`src/rtl/vec_pkg.sv`:
```
// ---------------------------------------------------------------------------
// vec_pkg
// Shared types and defaults for the vector ALU issue stage.
//   alu_op_t    : 2-bit ALU op code (add, sub, logical right shift, left shift)
//   seq_state_t : sequencer FSM states
//   N_DEF       : default element width
//   VLEN_DEF    : default elements per vector
// ---------------------------------------------------------------------------
package vec_pkg;

  localparam int N_DEF    = 32;
  localparam int VLEN_DEF = 8;

  typedef enum logic [1:0] {
    OP_ADD = 2'b00,
    OP_SUB = 2'b01,
    OP_SHR = 2'b10,
    OP_SHL = 2'b11
  } alu_op_t;

  typedef enum logic [1:0] {
    S_IDLE = 2'd0,
    S_RUN  = 2'd1,
    S_DONE = 2'd2
  } seq_state_t;

endpackage

```
`src/rtl/vector_alu_sequencer.sv`:
```
// ---------------------------------------------------------------------------
// vector_alu_sequencer
// Issue stage in front of an external combinational scalar ALU. Accepts one
// vector operation, feeds element pairs to the ALU one per cycle and gathers
// the element results and {Zero, Neg} flags into an output vector.
//
// Optional feature macro: VSEQ_BCAST_EN
//   defined   -> adds input Bcast; when high at accept, VecB element 0 is
//                latched into every B element (vector-scalar operation).
//   undefined -> no Bcast port; B is always taken element-wise.
//
// Ports
//   clk, rst_n          clock, asynchronous active-low reset
//   InValid / InReady   operation handshake (InReady high only in IDLE)
//   VecA, VecB, OpCode  operands (element i = Vec*[i*N +: N]) and op code
//   A, B, ALUControl    element operands / op to the ALU (0 outside RUN)
//   ALUResult, ALUFlags same-cycle ALU result and {Zero, Neg}
//   OutValid / OutReady result handshake (held stable in DONE)
//   VecResult           packed element results
//   VecZero, VecNeg     per-element flags
//   AllZero, AnyNeg     reductions of the flag vectors
// ---------------------------------------------------------------------------
module vector_alu_sequencer
  import vec_pkg::*;
#(
  parameter int N    = N_DEF,
  parameter int VLEN = VLEN_DEF
) (
  input  logic              clk,
  input  logic              rst_n,
  input  logic              InValid,
  output logic              InReady,
  input  logic [VLEN*N-1:0] VecA,
  input  logic [VLEN*N-1:0] VecB,
  input  logic [1:0]        OpCode,
`ifdef VSEQ_BCAST_EN
  input  logic              Bcast,
`endif
  output logic [N-1:0]      A,
  output logic [N-1:0]      B,
  output logic [1:0]        ALUControl,
  input  logic [N-1:0]      ALUResult,
  input  logic [1:0]        ALUFlags,
  output logic              OutValid,
  input  logic              OutReady,
  output logic [VLEN*N-1:0] VecResult,
  output logic [VLEN-1:0]   VecZero,
  output logic [VLEN-1:0]   VecNeg,
  output logic              AllZero,
  output logic              AnyNeg
);

  localparam int IDXW = $clog2(VLEN);
  localparam logic [IDXW-1:0] IDX_LAST = IDXW'(VLEN - 1);

  seq_state_t      state_q, state_d;
  logic [IDXW-1:0] idx_q, idx_d;
  logic            in_ready_q;
  alu_op_t         op_q;

  logic [N-1:0]    a_q   [VLEN];
  logic [N-1:0]    b_q   [VLEN];
  logic [N-1:0]    res_q [VLEN];
  logic [VLEN-1:0] zero_q;
  logic [VLEN-1:0] neg_q;

  logic accept;
  logic bcast_sel;

`ifdef VSEQ_BCAST_EN
  assign bcast_sel = Bcast;
`else
  assign bcast_sel = 1'b0;
`endif

  // InReady is registered so it reads 0 while reset is asserted and only
  // rises after release; otherwise it tracks state == IDLE exactly.
  assign InReady = in_ready_q;
  assign accept  = InValid & in_ready_q;

  // ---------------- state register ----------------
  always_ff @(posedge clk or negedge rst_n) begin
    if (!rst_n) begin
      state_q    <= S_IDLE;
      idx_q      <= '0;
      in_ready_q <= 1'b0;
    end else begin
      state_q    <= state_d;
      idx_q      <= idx_d;
      in_ready_q <= (state_d == S_IDLE);
    end
  end

  // ---------------- next-state logic ----------------
  always_comb begin
    state_d = state_q;
    idx_d   = idx_q;
    case (state_q)
      S_IDLE: begin
        if (accept) begin
          state_d = S_RUN;
          idx_d   = '0;
        end
      end
      S_RUN: begin
        // idx stops at the last element; it never wraps.
        if (idx_q == IDX_LAST) begin
          state_d = S_DONE;
        end else begin
          idx_d = idx_q + 1'b1;
        end
      end
      S_DONE: begin
        if (OutReady) begin
          state_d = S_IDLE;
        end
      end
      default: begin
        state_d = S_IDLE;
        idx_d   = '0;
      end
    endcase
  end

  // ---------------- output logic ----------------
  always_comb begin
    A          = '0;
    B          = '0;
    ALUControl = '0;
    OutValid   = 1'b0;
    case (state_q)
      S_RUN: begin
        A          = a_q[idx_q];
        B          = b_q[idx_q];
        ALUControl = op_q;
      end
      S_DONE: begin
        OutValid = 1'b1;
      end
      default: begin
      end
    endcase
  end

  // ---------------- op code latch ----------------
  always_ff @(posedge clk or negedge rst_n) begin
    if (!rst_n) begin
      op_q <= OP_ADD;
    end else if (accept) begin
      op_q <= alu_op_t'(OpCode);
    end
  end

  // ---------------- per-element operand and result storage ----------------
  genvar gi;
  generate
    for (gi = 0; gi < VLEN; gi++) begin : g_elem
      always_ff @(posedge clk or negedge rst_n) begin
        if (!rst_n) begin
          a_q[gi] <= '0;
          b_q[gi] <= '0;
        end else if (accept) begin
          a_q[gi] <= VecA[gi*N +: N];
          b_q[gi] <= bcast_sel ? VecB[N-1:0] : VecB[gi*N +: N];
        end
      end

      // Each element slot captures the ALU output only on its own RUN cycle,
      // so the collected vector is untouched while waiting in DONE.
      always_ff @(posedge clk or negedge rst_n) begin
        if (!rst_n) begin
          res_q[gi]  <= '0;
          zero_q[gi] <= 1'b0;
          neg_q[gi]  <= 1'b0;
        end else if (state_q == S_RUN && idx_q == IDXW'(gi)) begin
          res_q[gi]  <= ALUResult;
          zero_q[gi] <= ALUFlags[1];
          neg_q[gi]  <= ALUFlags[0];
        end
      end

      assign VecResult[gi*N +: N] = res_q[gi];
    end
  endgenerate

  assign VecZero = zero_q;
  assign VecNeg  = neg_q;
  assign AllZero = &zero_q;
  assign AnyNeg  = |neg_q;

endmodule

```
`config.mk`:
```
export PLATFORM = sky130hd
export DESIGN_NAME = vector_alu_sequencer
export DESIGN_NICKNAME = d
export VERILOG_FILES = /design/src/rtl/vec_pkg.sv /design/src/rtl/vector_alu_sequencer.sv
export SDC_FILE = /design/constraint.sdc
export NUM_CORES = 1
export LEC_CHECK = 0
export BUFFER_PORTS_ARGS = -buffer_cell sky130_fd_sc_hd__buf_2
export CORE_ASPECT_RATIO = 0.8
export CORE_UTILIZATION = 25
export CTS_CLUSTER_SIZE = 20
export DETAILED_ROUTE_END_ITERATION = 16
export GPL_ROUTABILITY_DRIVEN = 0
export MAX_ROUTING_LAYER = met4
export PLACE_DENSITY = 0.55
export SETUP_SLACK_MARGIN = 0.05
export SYNTH_ARGS = -nofsm -noshare
export SYNTH_HDL_FRONTEND = slang
export SYNTH_SLANG_ARGS = --single-unit
```
`constraint.sdc`:
```
create_clock -name clk -period 5.2 [get_ports clk]
set_clock_uncertainty 0.1 [all_clocks]
set_input_delay 0.52 -clock clk [delete_from_list [all_inputs] [get_ports clk]]
set_output_delay 0.52 -clock clk [all_outputs]
set_load 0.05 [all_outputs]
```
# ---- After elaboration in Yosys (flattened, before gate mapping)
# Index checks and enable logic that the tools add are counted.
# W data, S select, Z words.
dict set report word_totals {
  register_bits 792
  latchBits 0
  ram_bits 0
  romBits 0
  in_bits 552
  out_inout_bits 342
  word_cells 91
  n_memories 0
}
dict set report classes {
  n_addsub 1
  multipliers 0
  n_div 0
  n_lt_le_gt_ge 1
  eq_ne 11
  shifts 0
  muxes 17
  bitwise_logic 3
  reduce_logical 14
}
# op n
set ops {}
lappend ops {{$bmux W32 S3} 2}
lappend ops {{$mux W32} 6}
lappend ops {{$eq A3 B3 Y1 const B} 4}
lappend ops {{$pmux W3 S3} 1}
lappend ops {{$logic_and A1 B1 Y1} 8}
lappend ops {{$mux W2} 4}
lappend ops {{$reduce_and A8 Y1} 1}
lappend ops {{$reduce_or A8 Y1} 1}
lappend ops {{$eq A3 B2 Y1 const B} 2}
lappend ops {{$mux W3} 2}
lappend ops {{$pmux W2 S3} 1}
lappend ops {{$ge A4 B4 Y1 const B} 1}
lappend ops {{$logic_not A2 Y1} 2}
lappend ops {{$ne A2 B2 Y1 const B} 2}
lappend ops {{$not A3 Y4} 1}
lappend ops {{$add A3 B1 Y3 const B} 1}
lappend ops {{$eq A3 B1 Y1 const B} 1}
lappend ops {{$logic_not A3 Y1} 1}
lappend ops {{$reduce_and A3 Y1} 1}
lappend ops {{$eq A2 B1 Y1 const B} 1}
lappend ops {{$eq A2 B2 Y1 const B} 1}
lappend ops {{$and A1 B1 Y1} 1}
lappend ops {{$mux W1} 1}
lappend ops {{$not A1 Y1} 1}

# ---- Logic depth before layout (Yosys ltp)
# Gate-level depths: netlist of the first run.
dict set report logic_depth {
  ltp_word 5
  depth_mapped 9
  ltp_nobuf 5
}

# ---- Least setup slack after synthesis of the first run
# OpenSTA, ideal clock, no wires.
dict set report synth_timing {
  path_type {register to output}
  start {register state_q[1]}
  end {output A[10]}
  arrival_ps 1807
  required_ps 4580
  setup_slack_ps 2773
  path_stages_with_launch 7
  path_buffers 3
  cell_sequence {dfrtp_1 -> buf_6 -> or4b_1 -> buf_4 -> buf_6 -> o22ai_2 -> or2_1}
}
dict set report synth_via {
  elab_chain_cells 2
}
# element line
set synth_rtl {}
lappend synth_rtl {{from (decl)} vector_alu_sequencer.sv:56} ;# seq_state_t state_q, state_d;
lappend synth_rtl {{from (signal assigned)} vector_alu_sequencer.sv:88} ;# state_q <= state_d;
lappend synth_rtl {{$eq A2 B1 Y1} vector_alu_sequencer.sv:131} ;# case (state_q)
lappend synth_rtl {{$mux W32} vector_alu_sequencer.sv:131}
lappend synth_rtl {{to (decl)} vector_alu_sequencer.sv:39} ;# output logic [N-1:0] A,
# No other way between the ends.

# ---- Worst setup path in the final report of the first run
dict set report layout_timing {
  start {register idx_q[1]}
  end {output B[11]}
}
dict set report layout_via {
  elab_chain_cells 5
}
# element line
set layout_rtl {}
lappend layout_rtl {{from (decl)} vector_alu_sequencer.sv:57} ;# logic [IDXW-1:0] idx_q, idx_d;
lappend layout_rtl {{from (signal assigned)} vector_alu_sequencer.sv:89} ;# idx_q <= idx_d;
lappend layout_rtl {{$not A3 Y4 (implied by the code)} vector_alu_sequencer.sv:134} ;# B = b_q[idx_q];
lappend layout_rtl {{$bmux W32 S3} vector_alu_sequencer.sv:134}
lappend layout_rtl {{$mux W32 (implied by the code) (2 in series)} vector_alu_sequencer.sv:134}
lappend layout_rtl {{$mux W32} vector_alu_sequencer.sv:131}
lappend layout_rtl {{to (decl)} vector_alu_sequencer.sv:40} ;# output logic [N-1:0] B,
# No other way between the ends. The select of a mux whose other input is x is not followed.

==> results.toml, run 1 <==
[clocking]
cts_tree = "done"
root_buffer = "clkbuf_16"
hold_buffers = 526
cts_inserted_buffers = 88
htree_num_levels = 3
clk_pin_slew_worst_paths_ns = 0.06
clock_path_buffers = 3
clk_latency_ns = 0.72
cts_setup_buffers = 0
cts_resized = 0
cts.sinks = 792

[timing]
relSlewSlack = 0.282
min_period_ns = 4.19
max_freq_mhz = 239
hold_ws_ns = 0.0610
worstMarginPinSlew_ns = 1.08
setup_tns_ns = 0
drv_slew = 0
rsz0062_at_grt = "no"
setup_violations = 0
hold_viol = 0
post-route-period-util = 0.805

[logic_synthesis]
yosys.area.top_type = "dfrtp_1"
syn_area_per_cell_um2 = 10.3
ys_ff_latch = 792
synth_nets = 3865
synth_top_area_frac = 0.582
ys_types = 30
yosysSeqAreaShare = 0.582
syn_area_um2 = 34100
synth-warning-count = 0
syn_inst = 3307
synthTopCellsByArea = "dfrtp_1, nand2_1, mux2i_1"

[global_route]
first_global_vias = 30100
track_usage = 0.195
grt_start_max_net_pins = 189
overflow = 0
grt_antenna_before_repair = 32
grt_pass1_wl_um = 197000

[route]
wl_met3_um = 6740
drt-pass1-iter-count = 7
antenna_left = 0
drt_iter0_drc = 2294
highest_layer = "met4"
wl_met1_um = 57700
met2_length_um = 64300
post_drt_wl_per_cell_um = 20.4
num_vias = 29100
wl_um = 133000
drc = 0
viasPerCell = 4.46

[cells_and_area]
fill_cells = 13500
area_growth_pct = 43.0
num-nets-final = 5221
fin_util = 0.362
stdcell_area_um2 = 48700
final_cell_mix = "nand2_1, buf_2, dfrtp_1"
ff_latch_area_um2 = 19800
multi_input_area_um2 = 13400
final_common_cell = "nand2_1"
drive_above_1_share = 0.281

[worst_setup_path]
cpLargestDelayFamily = "flip-flops"
critPathArrivalTime_ns = 3.57
startpoint_type = "flip-flop"
crit_type = "flip-flop to output port"
required_ns = 4.58
crit_chain = "buf_12 -> buf_4 -> mux2i_1 -> o22ai_2 -> or2_1 -> buf_2"
endpoint_kind = "output port"
cpPeakStageDelay_ns = 1.10
critical_path_buf_inv_count = 3
cp_slowest_cell = "dfrtp_4"
critPathMaxFanout = 61

[power]
power_density_nw_per_um2 = 699
power_mw = 34.1
power.leakage_nw = 24.5
ir_drop_mv = 0.379

[die]
die_h_um = 332
ios = 894
die_w_um = 415
die_area_um2 = 138000
initial_core_util = 0.253
rows = 120
core_um2 = 135000

[flow_run]
cap_violations = 0

[placed_design]
dp_hpwl_um = 92200
port_buffers = 893
place_area_um2 = 40500

[hold_path]
hp-class = "primary input to flip-flop"

[outcome]
status = "finished clean"
## layer usage
metal  GRT usage  vias to the layer above
li1            -                    13500
met1       0.248                    14400
met2       0.310                      951
met3      0.0357                      258
met4      0.0696                        0
met5           -                        -
## Yosys cell counts
library cell / n
mux2_1: 90
o22ai_2: 60
o21a_1: 1
dfrtp_1: 792
a21oi_1: 1
inv_1: 3
nand4_1: 2
nand4bb_1: 2
and2_1: 3
and3_1: 3
nand2b_1: 2
o22ai_1: 71
buf_2: 66
buf_6: 7
nand2_1: 1547
buf_1: 11
or4b_1: 1
mux2_2: 183
nor4_1: 2
xor2_1: 1
nand4b_1: 1
o21ai_0: 3
clkbuf_1: 118
ha_1: 6
buf_4: 1
nand3_1: 3
mux2i_1: 257
nor2_1: 4
or2_1: 64
nor2b_1: 2
## state kept, by name, indices dropped and copies added, names as in the netlist
name	cells
VecResult	256
a_q	256
b_q	256
VecNeg	8
VecZero	8
idx_q	3
op_q	2
state_q	2
InReady	1
## power breakdown
part / total [mW] / internal (mW) / switching, mW
Combinational: 16.6 / 5.05 / 11.5
Sequential: 11.1 / 9.19 / 1.90
Clock: 6.38 / 3.61 / 2.77
Total: 34.1 / 17.8 / 16.2
## cells by family (layout without fill, tap and decap cells)
kind of cell	count (synthesis)	after routing	synth area share
AOI/OAI and AO/OA	136	136	0.0359
xor gates and xnor gates	1	1	0.000257
adders and majority gates	6	6	0.00220
buffers and inverters	206	1623	0.0268
DFF	792	792	0.582
muxes	530	530	0.166
other	0	28	0
and+or+nand+nor	1636	1636	0.187
## stage by stage
step	setup WS [ns]	std cells
final	1.01	6521
after floorplan	2.77	3307
after CTS	0.873	6493
after detailed placement	1.70	5816
after global placement	1.76	5816
after global routing	0.826	6520
## layout make-up
type / instances / share of cell area
Inverter: 3 / 0.000231
Tap cell: 1769 / 0.0455
Multi-Input combinational cell: 2309 / 0.275
Antenna cell: 28 / 0.00144
Timing Repair Buffer: 1469 / 0.212
Clock inverter: 24 / 0.00737
Clock buffer: 127 / 0.0513
Sequential cell: 792 / 0.407
## worst register-to-register path, stage by stage (launching register included)
cell and delay (ns):
dfrtp_4 1.10, ha_1 0.33, and3_2 0.53, buf_4 0.48
mux2_2 0.40
## worst paths after layout
path | slack (ns) | start | to | depth (start not counted)
setup / recovery | 1.01 | idx_q[1] | B[11] | 6
hold / removal | 0.06 | ALUResult[20] | VecResult[20] | 2
setup reg to reg | 2.15 | idx_q[1] | VecZero[2] | 4
hold reg to reg | 0.37 | op_q[0] | op_q[0] | 2
max in group asynchronous | 3.29 | rst_n | a_q[172] | 3
min in group asynchronous | 0.35 | rst_n | b_q[50] | 2
(Power assumes the default switching activity.)
==> inputs of run 2 (changes only) <==
Clock period 5.2 ns to 4.4 ns, I/O delays scaled along.
==> run 2 against run 1 <==
Sequential cell count stayed put. Die area stayed put. Sequential power is 19% higher. Cell count is 0.54% higher. Combinational power is 19% higher. Critical path depth is 1 lower. Design area is 0.97% higher. Worst setup slack worse by 0.82 ns. Largest power group unchanged.
==> results.toml, run 2 (synthesis gave the netlist of run 1 again) <==
[outcome]
status = "finished clean"

[timing]
min_period_ns = 4.21
hold_ws_ns = 0.0662
worst_slack_ns = 0.189
post-route-period-util = 0.957
relSlewSlack = 0.329
max_freq_mhz = 237
worstMarginPinSlew_ns = 1.01
setup_violations = 0
hold_viol = 0
setup_tns_ns = 0
drv_slew = 0
rsz0062_at_grt = "no"

[route]
drt_iter0_drc = 2247
wl_um = 135000
wl_met3_um = 6900
num_vias = 29300
highest_layer = "met4"
antenna_left = 0
met2_length_um = 64700
viasPerCell = 4.47
post_drt_wl_per_cell_um = 20.5
wl_met1_um = 58400
drt-pass1-iter-count = 7
drc = 0

[placed_design]
dp_cells = 5828
dp_hpwl_um = 94700
pre_cts_ws_ns = 0.937
port_buffers = 893

[clocking]
cts_inserted_buffers = 89
clk_latency_ns = 0.72
cts_resized = 0
clk_pin_slew_worst_paths_ns = 0.06
cts_tree = "done"
root_buffer = "clkbuf_16"
clock_path_buffers = 3
cts.sinks = 792
cts_setup_buffers = 0
htree_num_levels = 3

[global_route]
grt_antenna_before_repair = 34
overflow = 0
grt_start_max_net_pins = 163
track_usage = 0.197
first_global_vias = 30000
grt_pass1_wl_um = 198000

[cells_and_area]
layoutNonFillerInstCount = 6556
area_growth_pct = 44.4
fin_util = 0.365
drive_above_1_share = 0.283
final_cell_mix = "nand2_1, buf_2, dfrtp_1"
final_common_cell = "nand2_1"
num-nets-final = 5249

[die]
ios = 894
rows = 120
die_w_um = 415
die_area_um2 = 138000
die_h_um = 332
core_um2 = 135000
initial_core_util = 0.253

[worst_setup_path]
critical_path_buf_inv_count = 2
startpoint_type = "flip-flop"
endpoint_kind = "output port"
required_ns = 3.86
critPathMaxFanout = 28
cp_slowest_cell = "nand4b_1"
crit_chain = "nand4b_1 -> buf_4 -> o22ai_1 -> or2_1 -> buf_2"
critPathArrivalTime_ns = 3.67
cpLargestDelayFamily = "simple AND/OR/NAND/NOR gates"
crit_type = "flip-flop to output port"
cpPeakStageDelay_ns = 0.85

[hold_path]
hp-class = "primary input to flip-flop"

[power]
power.leakage_nw = 24.7
ir_drop_mv = 0.575
power_density_nw_per_um2 = 830

[flow_run]
cap_violations = 0
[run 2: path summary, 6_finish.rpt]
| kind | from | end | slack [ns] | cells after the start |
|---|---|---|---|---|
| min | ALUResult[18] | VecResult[50] | 0.07 | 2 |
| max in group asynchronous | rst_n | a_q[160] | 2.85 | 3 |
| max reg2reg | idx_q[1] | VecResult[251] | 1.43 | 5 |
| min reg2reg | b_q[74] | b_q[74] | 0.37 | 2 |
| min in group asynchronous | rst_n | VecResult[61] | 0.29 | 2 |
| max | idx_q[2] | A[11] | 0.19 | 5 |
[run 2: layer usage]
metal,global-route usage,up-vias
li1,-,13600
met1,0.251,14500
met3,0.0361,268
met5,-,-
met2,0.312,956
met4,0.0709,0
[run 2: final cells by class]
cell class | instances | area (µm²)
fill | 13400 | 85400
sequential | 792 | 19800
multi-input combinational | 2309 | 13400
timing repair buffer | 1496 | 10600
clock buffer | 125 | 2520
tap | 1769 | 2210
clock inverter | 31 | 548
antenna | 31 | 77.6
inverter | 3 | 11.3
[run 2: power breakdown]
part	leakage (nW)	total, mW	switching, mW	internal, mW
clock	1.49	7.88	3.31	4.57
combinational	13.6	19.7	13.7	6.01
sequential	9.63	13.2	2.31	10.9
total	24.7	40.8	19.3	21.4
[run 2: what timing repair did]
item                                    in CTS  in global routing
endpoints found under the setup margin       0                  0
hold endpoints to repair                   755                  0
hold buffers                               541                  0
[run 2: metrics by stage]
stage | total power, mW | cell area (µm²)
2_1_floorplan | 26.6 | 34100
4_1_cts | 41.1 | 49100
3_5_place_dp | 32.6 | 40600
6_report | 40.8 | 49200
5_1_grt | 42.9 | 49200
3_3_place_gp | 32.4 | 40600
